$ cat src/rtl/fifo_write_arbiter_pkg.sv
// fifo_write_arbiter_pkg: shared state encoding for the fifo write-port arbiter
package fifo_write_arbiter_pkg;
  typedef enum logic {IDLE, LOCKED} arb_state_t;
endpackage

$ cat src/rtl/fifo_write_arbiter_rr_pick.sv
// rr_arbiter_pick: combinational round-robin winner search starting just after last_grant
module rr_arbiter_pick #(
  parameter int NUM_REQ = 4
) (
  input  logic [NUM_REQ-1:0]         req,
  input  logic [$clog2(NUM_REQ)-1:0] last_grant,
  output logic                       any,
  output logic [$clog2(NUM_REQ)-1:0] winner
);
  localparam int IDX_WIDTH = $clog2(NUM_REQ);
  localparam logic [IDX_WIDTH:0] N_REQ = (IDX_WIDTH+1)'(NUM_REQ);
  logic [IDX_WIDTH:0] shift;
  logic [IDX_WIDTH:0] sum;
  logic [NUM_REQ-1:0] rotated;
  always_comb begin
    shift = {1'b0, last_grant} + (IDX_WIDTH+1)'(1);
    rotated = NUM_REQ'({req, req} >> shift);
    sum = '0;
    for (int i = NUM_REQ - 1; i >= 0; i--) sum = rotated[i] ? (IDX_WIDTH+1)'(i) : sum;
    sum = sum + shift;
    winner = sum >= N_REQ ? IDX_WIDTH'(sum - N_REQ) : IDX_WIDTH'(sum);
    any = |req;
  end
endmodule

$ cat src/rtl/fifo_write_arbiter.sv
// fifo_write_arbiter: round-robin, burst-locked sharing of one fifo write port with a registered output
module fifo_write_arbiter
  import fifo_write_arbiter_pkg::*;
#(
  parameter int NUM_REQ    = 4,
  parameter int DATA_WIDTH = 32,
  parameter int MAX_BURST  = 4
) (
  input  logic                          clk,
  input  logic                          reset_i,
  input  logic [NUM_REQ*DATA_WIDTH-1:0] req_data_i,
  input  logic [NUM_REQ-1:0]            req_valid_i,
  input  logic [NUM_REQ-1:0]            req_last_i,
  output logic [NUM_REQ-1:0]            req_ready_o,
  output logic [DATA_WIDTH-1:0]         data_o,
  output logic                          data_o_valid,
  input  logic                          data_o_ready,
  output logic [$clog2(NUM_REQ)-1:0]    grant_id_o,
  output logic                          grant_busy_o
);
  localparam int IDX_WIDTH = $clog2(NUM_REQ);
  localparam int CNT_WIDTH = $clog2(MAX_BURST);
  arb_state_t state;
  logic [IDX_WIDTH-1:0] grant;
  logic [IDX_WIDTH-1:0] pick;
  logic [CNT_WIDTH-1:0] burst_cnt;
  logic any, port_open, in_xfer, out_xfer;
  rr_arbiter_pick #(.NUM_REQ(NUM_REQ)) u_pick (
    .req        (req_valid_i),
    .last_grant (grant),
    .any        (any),
    .winner     (pick)
  );
  // grant doubles as last_grant: in IDLE it always holds the most recent grantee
  assign port_open    = (state == LOCKED) && (!data_o_valid || data_o_ready);
  assign req_ready_o  = port_open ? NUM_REQ'(1) << grant : '0;
  assign in_xfer      = port_open && req_valid_i[grant];
  assign out_xfer     = data_o_valid && data_o_ready;
  assign grant_id_o   = grant;
  assign grant_busy_o = (state == LOCKED);
  always_ff @(posedge clk) begin
    if (reset_i) begin
      state        <= IDLE;
      grant        <= IDX_WIDTH'(NUM_REQ - 1);
      burst_cnt    <= '0;
      data_o       <= '0;
      data_o_valid <= 1'b0;
    end else begin
      if (in_xfer) begin
        data_o       <= req_data_i[int'(grant)*DATA_WIDTH +: DATA_WIDTH];
        data_o_valid <= 1'b1;
      end else if (out_xfer) begin
        data_o_valid <= 1'b0;
      end
      if (state == IDLE) begin
        if (any) begin
          state     <= LOCKED;
          grant     <= pick;
          burst_cnt <= '0;
        end
      end else if (in_xfer) begin
        burst_cnt <= burst_cnt + CNT_WIDTH'(1);
        if (req_last_i[grant] || burst_cnt == CNT_WIDTH'(MAX_BURST - 1)) state <= IDLE;
      end
    end
  end
endmodule

$ cat config.mk
export PLATFORM = sky130hd
export DESIGN_NAME = fifo_write_arbiter
export DESIGN_NICKNAME = d
export VERILOG_FILES = /design/src/rtl/fifo_write_arbiter_pkg.sv /design/src/rtl/fifo_write_arbiter_rr_pick.sv /design/src/rtl/fifo_write_arbiter.sv
export SDC_FILE = /design/constraint.sdc
export NUM_CORES = 1
export LEC_CHECK = 0
export ABC_CLOCK_PERIOD_IN_PS = 3100
export CAP_MARGIN = 10
export CORE_MARGIN = 4
export CORE_UTILIZATION = 34
export CTS_CLUSTER_DIAMETER = 50
export DETAILED_ROUTE_END_ITERATION = 8
export GPL_TIMING_DRIVEN = 0
export PLACE_DENSITY = 0.77
export SETUP_SLACK_MARGIN = 0.4
export SYNTH_ARGS = -nofsm -noshare
export SYNTH_HDL_FRONTEND = slang
export SYNTH_SLANG_ARGS = --single-unit
$ cat constraint.sdc
create_clock -name clk -period 3.1 [get_ports clk]
set_input_delay 0.31 -clock clk [delete_from_list [all_inputs] [get_ports clk]]
set_output_delay 0.31 -clock clk [all_outputs]
set_load 0.01 [all_outputs]
Word-level counts from Yosys, hierarchy flattened
Index checks and enable logic that the tools add are counted.
- mux-type cells: 19
- equality and inequality tests: 2
- $add $sub $neg: 4
- $lt $le $gt $ge: 2
- reductions and logical operators: 11
- bitwise operators: 1
- shifts and indexed selects: 3
- operators with widths (kind ; count):
    indexed part select 128 x 8 -> 32 bit ; 1
    2-to-1 mux 2 bit ; 5
    2-to-1 mux 3 bit ; 3
    2-to-1 mux 1 bit ; 8
    right shift 8 x 3 -> 4 bit ; 1
    binary-select mux 1 bit (select 2 bit) ; 2
    2-to-1 mux 4 bit ; 1
    AND reduction 2 bit ; 2
    nonzero test 2 bit ; 2
    OR reduction 4 bit ; 1
    left shift 1 x 2 -> 4 bit (first input constant) ; 1
    adder 2 x 1 -> 3 bit (second input constant) ; 1
    adder 3 bit ; 1
    >= comparator 3 bit (second input constant) ; 1
    logical AND 1 bit ; 3
    less-than comparator 2 x 3 -> 1 bit (second input constant) ; 1
    adder 2 x 1 -> 2 bit (second input constant) ; 1
    equality test 2 bit (second input constant) ; 1
    logical OR 1 bit ; 2
    inequality test 2 x 1 -> 1 bit (second input constant) ; 1
    subtractor 2 x 1 -> 2 bit (second input constant) ; 1
    zero test 1 bit ; 1
    NOT 1 bit ; 1
- word-level logic and storage cells: 47
- output and inout bits: 40
- input port bits: 139
- register bits after elaboration: 38

Depth between registers and ports, before layout
- depth in word-level cells: 9
- mapped depth: 11
- depth with buffers taken out: 9

Cells and area by module
From an unflattened synthesis, not the netlist that was laid out.
- cells, all modules: 288
- area, all modules: 2941.6 um2
- by module, submodules not included (module ; area each (um2) ; times used ; seq. area each (um2) ; cells an instance):
    fifo_write_arbiter ; 2766.4 ; 1 ; 760.7 ; 262
    rr_arbiter_pick ; 175.2 ; 1 ; 0.0 ; 26

Worst setup path before layout
OpenSTA, ideal clock, no wires.
- kind: register to register
- from: register grant[0], in the netlist grant_id_o[0]
- to: register grant[1], in the netlist grant_id_o[1]
- buffers on the path: 2
- setup time: 0.127 ns
- period minus slack after synthesis: 2.641 ns
- arrival time: 2.515 ns
- path slack: 0.459 ns
- required time: 2.973 ns
- cell stages (with the launch flop): 12
- cells stage by stage: dfxtp_1 -> buf_2 -> buf_1 -> nand2_1 -> nor2_1 -> a211oi_1 -> a31oi_1 -> a211oi_1 -> ha_1 -> or4_4 -> and3_1 -> or3_1
- cells in the longest elaborated chain, start to end: 9
- elaborated cells on any way between the ends: 10
- classes of those cells: add/sub: 3; order compare: 1; shift: 1; mux: 5
- ends and longest elaborated chain (what ; line ; source):
    start: declaration ; fifo_write_arbiter.sv:24 ; logic [IDX_WIDTH-1:0] grant;
    start signal: assignment ; fifo_write_arbiter.sv:44 ; grant <= IDX_WIDTH'(NUM_REQ - 1);
    start signal: assignment ; fifo_write_arbiter.sv:58 ; grant <= pick;
    adder 2 x 1 -> 3 bit * ; fifo_write_arbiter_rr_pick.sv:16 ; shift = {1'b0, last_grant} + (IDX_WIDTH+1)'(1);
    right shift 8 x 3 -> 4 bit ; fifo_write_arbiter_rr_pick.sv:17 ; rotated = NUM_REQ'({req, req} >> shift);
    2-to-1 mux 2 bit ; fifo_write_arbiter_rr_pick.sv:19 ; for (int i = NUM_REQ - 1; i >= 0; i--) sum = rotated[i] ? (IDX_WIDTH+1)'(i) : sum;
    2-to-1 mux 3 bit (3 in a row) ; fifo_write_arbiter_rr_pick.sv:19 ;
    adder 3 bit * ; fifo_write_arbiter_rr_pick.sv:20 ; sum = sum + shift;
    >= comparator 3 bit or subtractor 2 x 1 -> 2 bit (tied branches) ; fifo_write_arbiter_rr_pick.sv:21 ; winner = sum >= N_REQ ? IDX_WIDTH'(sum - N_REQ) : IDX_WIDTH'(sum);
    2-to-1 mux 2 bit * ; fifo_write_arbiter_rr_pick.sv:21 ;
Every way passes the cells marked *; elsewhere a longest branch is shown, timed or not.
A chain may end at the register's enable or synchronous reset.

Worst setup path in the final report
Ends and elaborated chain as after synthesis.

==> reports/qor.yml <==
run_status:
  status: "finished, final reports clean"
clocking:
  cts.sinks: 38
  cts_inserted_buffers: 5
  htreeDepth: 2
  clock_latency_ps: 280
  clockBufferDepth: 2
  cts_repair_resize_count: 1
  clkTransAtPathRegs_ps: 80
  ctsHoldBuffers: 0
  cts_setup_buffers: 0
  cts_tree: "built"
  root_buffer: "clkbuf_8"
final_layout:
  stdcell_area_um2: 4300
  drive_gt1_share_pct: 13.8
  num_antenna_cells: 0
  final_nets: 569
  synthToLayoutAreaGrowth_pct: 83.0
  layoutNonFillerInstCount: 509
grt:
  grt_pass1_wl_um: 13100
  grt_pass1_vias: 2731
  grt_max_degree: 12
  grt_antenna_before_repair: 0
  grtUsageTotal_pct: 19.5
  grt_overflow: 0
power_and_ir_drop:
  leakage_nw: 1.56
  max-vdd-ir-drop_uv: 208
  p_per_area_nw_per_um2: 434
detailed_routing:
  wire_per_inst_um: 15.7
  first_pass_iters: 6
  routed_wl_um: 8010
  via_count: 2598
  drc: 0
  ant_nets: 0
  drt_iter0_markers: 35
  via_per_inst: 5.10
synth:
  synthTopCellsByArea: "dfxtp_1, mux4_2, nand2_1"
  synth_top_cell_by_area: "dfxtp_1"
  synthCells: 246
  ys_warn_count: 0
  yosysSeqAreaShare_pct: 32.4
  syn_avg_cell_area_um2: 9.55
  synthesis.nets: 387
  netlist_area_um2: 2350
  synth_cell_types: 28
  synth-seq-cells: 38
  synth_top_area_share_pct: 32.4
floorplanning:
  io_pins: 179
  die_y_um: 91.1
  dieArea_um2: 8300
  coreArea_um2: 6760
  rows: 30
  die-width_um: 91.1
  initial_core_util_pct: 34.8
setup_path:
  crit_type: "register to register"
  crit_arrival_ps: 2700
  cp_max_fo: 10
  cp_data_required_time_ps: 3270
  worst_setup_path_end_kind: "register"
  startpoint_type: "register"
timing:
  fin_crit_sh_pct: 81.8
  final-max-slew-violation-count: 0
  fin_crit_ps: 2540
  fmax_mhz: 394
  worst_slack_ps: 564
  final.setup.tns_ps: 0
  slew_headroom_pct: 49.8
  rsz0062_at_grt: "false"
  setup_viol: 0
  finalClockSkew_ps: 3.94
  finalHoldViolCount: 0
  worst_slew_pin_slew_ps: 749
place:
  place_area_um2: 4200
  dp.cells: 501
  io_buffers: 175
  place.gp.congestion: 0.815
  dp_slack_ps: 236
  place_hpwl_um: 6730
job:
  cap_violations: 0
hold_path:
  hold_class: "register to register"
-- critical path, cell delays in order, from the launching register on --
cell	delay, ps
dfxtp_1	390
buf_4	200
buf_4	190
nand2_1	60
nor2_1	80
a211oi_1	50
a31oi_1	160
a211oi_1	70
ha_1	210
or4_4	530
and3_1	190
or3_1	290
-- power breakdown --
part,switching [W],internal (W)
sequential,0.0000338,0.000552
combinational,0.000376,0.000551
clock,0.000171,0.000180
-- cells in the mapped netlist (all sizes together) --
cell     n
nand2   68
a31oi    1
nand2b   1
o211ai   5
inv      3
nand3b   1
nor4     1
nor3     5
a21oi   38
a211o    2
mux2i    1
or4      1
mux4    33
dfxtp   38
nor2     8
a211oi   4
ha       2
buf     16
or3      1
o21ai    2
and3     1
nand3    2
clkbuf   8
nor2b    3
a21o     1
-- registers in the layout, summed over array words and instances (netlist names) --
name / flops
data_o: 32
burst_cnt: 2
grant_id_o: 2
data_o_valid: 1
grant_busy_o: 1
-- final cells by class --
| type | count | area [µm²] |
|---|---|---|
| Clock inverter | 1 | 5.00 |
| Sequential cell | 38 | 761 |
| Tap cell | 80 | 100 |
| Timing Repair Buffer | 175 | 1750 |
| Clock buffer | 7 | 86.3 |
| Fill cell | 578 | 2460 |
| Inverter | 3 | 11.3 |
| Multi-Input combinational cell | 181 | 1470 |
| Buffer | 24 | 114 |
-- per-layer routing --
| metal | wire length (µm) | up-vias | track usage (%) |
|---|---|---|---|
| met5 | 0 | - | 0 |
| met3 | 468 | 11 | 4.72 |
| met4 | 104 | 0 | 5.03 |
| met2 | 4360 | 93 | 37.0 |
| li1 | - | 1265 | - |
| met1 | 3080 | 1229 | 21.5 |
-- kinds of logic (layout without fill, tap and decap cells) --
group           Yosys count  in the layout  share of synthesized area (%)
simple gates             92             92                           16.4
compound gates           53             53                           13.1
flops                    38             38                           32.4
mux                      34             34                           32.1
buf+inv                  27            210                           5.01
fa+ha+maj                 2              2                           1.06
-- path summary, 6_finish.rpt --
| path | startpoint | endpoint | slack, ps | cells after the start |
|---|---|---|---|---|
| worst max-delay path | grant_id_o[0] | grant_id_o[1] | 560 | 11 |
| worst min-delay path | data_o[14] | data_o[14] | 450 | 2 |
| worst max register to register | grant_id_o[0] | grant_id_o[1] | 560 | 11 |
| worst min register to register | data_o[14] | data_o[14] | 450 | 2 |
-- layout by cell type, fill, tap and decap left out --
| master | Yosys | layout |
|---|---|---|
| a211o_1 | 1 | 1 |
| a211o_2 | 1 | 1 |
| a211oi_1 | 4 | 4 |
| a21o_4 | 1 | 1 |
| a21oi_1 | 38 | 38 |
| a31oi_1 | 1 | 1 |
| and3_1 | 1 | 1 |
| buf_1 | 3 | 1 |
| buf_2 | 13 | 12 |
| buf_4 | 0 | 2 |
| clkbuf_1 | 8 | 9 |
| clkbuf_2 | 0 | 1 |
| clkbuf_8 | 0 | 6 |
| clkdlybuf4s50_1 | 0 | 175 |
| clkinv_2 | 0 | 1 |
| dfxtp_1 | 38 | 38 |
| ha_1 | 2 | 2 |
| inv_1 | 3 | 3 |
| mux2i_1 | 1 | 1 |
| mux4_2 | 33 | 33 |
| nand2_1 | 68 | 68 |
| nand2b_1 | 1 | 1 |
| nand3_1 | 2 | 2 |
| nand3b_1 | 1 | 1 |
| nor2_1 | 7 | 7 |
| nor2_2 | 1 | 1 |
| nor2b_1 | 3 | 3 |
| nor3_1 | 5 | 5 |
| nor4_1 | 1 | 1 |
| o211ai_1 | 5 | 5 |
| o21ai_0 | 2 | 2 |
| or3_1 | 1 | 1 |
| or4_4 | 1 | 1 |
-- stage by stage --
| step | hold WS, ps | util, % | total power [W] |
|---|---|---|---|
| 6_report | 455 | 63.6 | 0.00186 |
| 4_1_cts | 457 | 63.6 | 0.00189 |
| 3_3_place_gp | 442 | 62.2 | 0.00152 |
| 3_5_place_dp | 445 | 62.2 | 0.00153 |
| 5_1_grt | 476 | 63.6 | 0.00200 |
| 2_1_floorplan | 414 | - | 0.00112 |
Note: power is estimated with default switching activity, not from simulation.
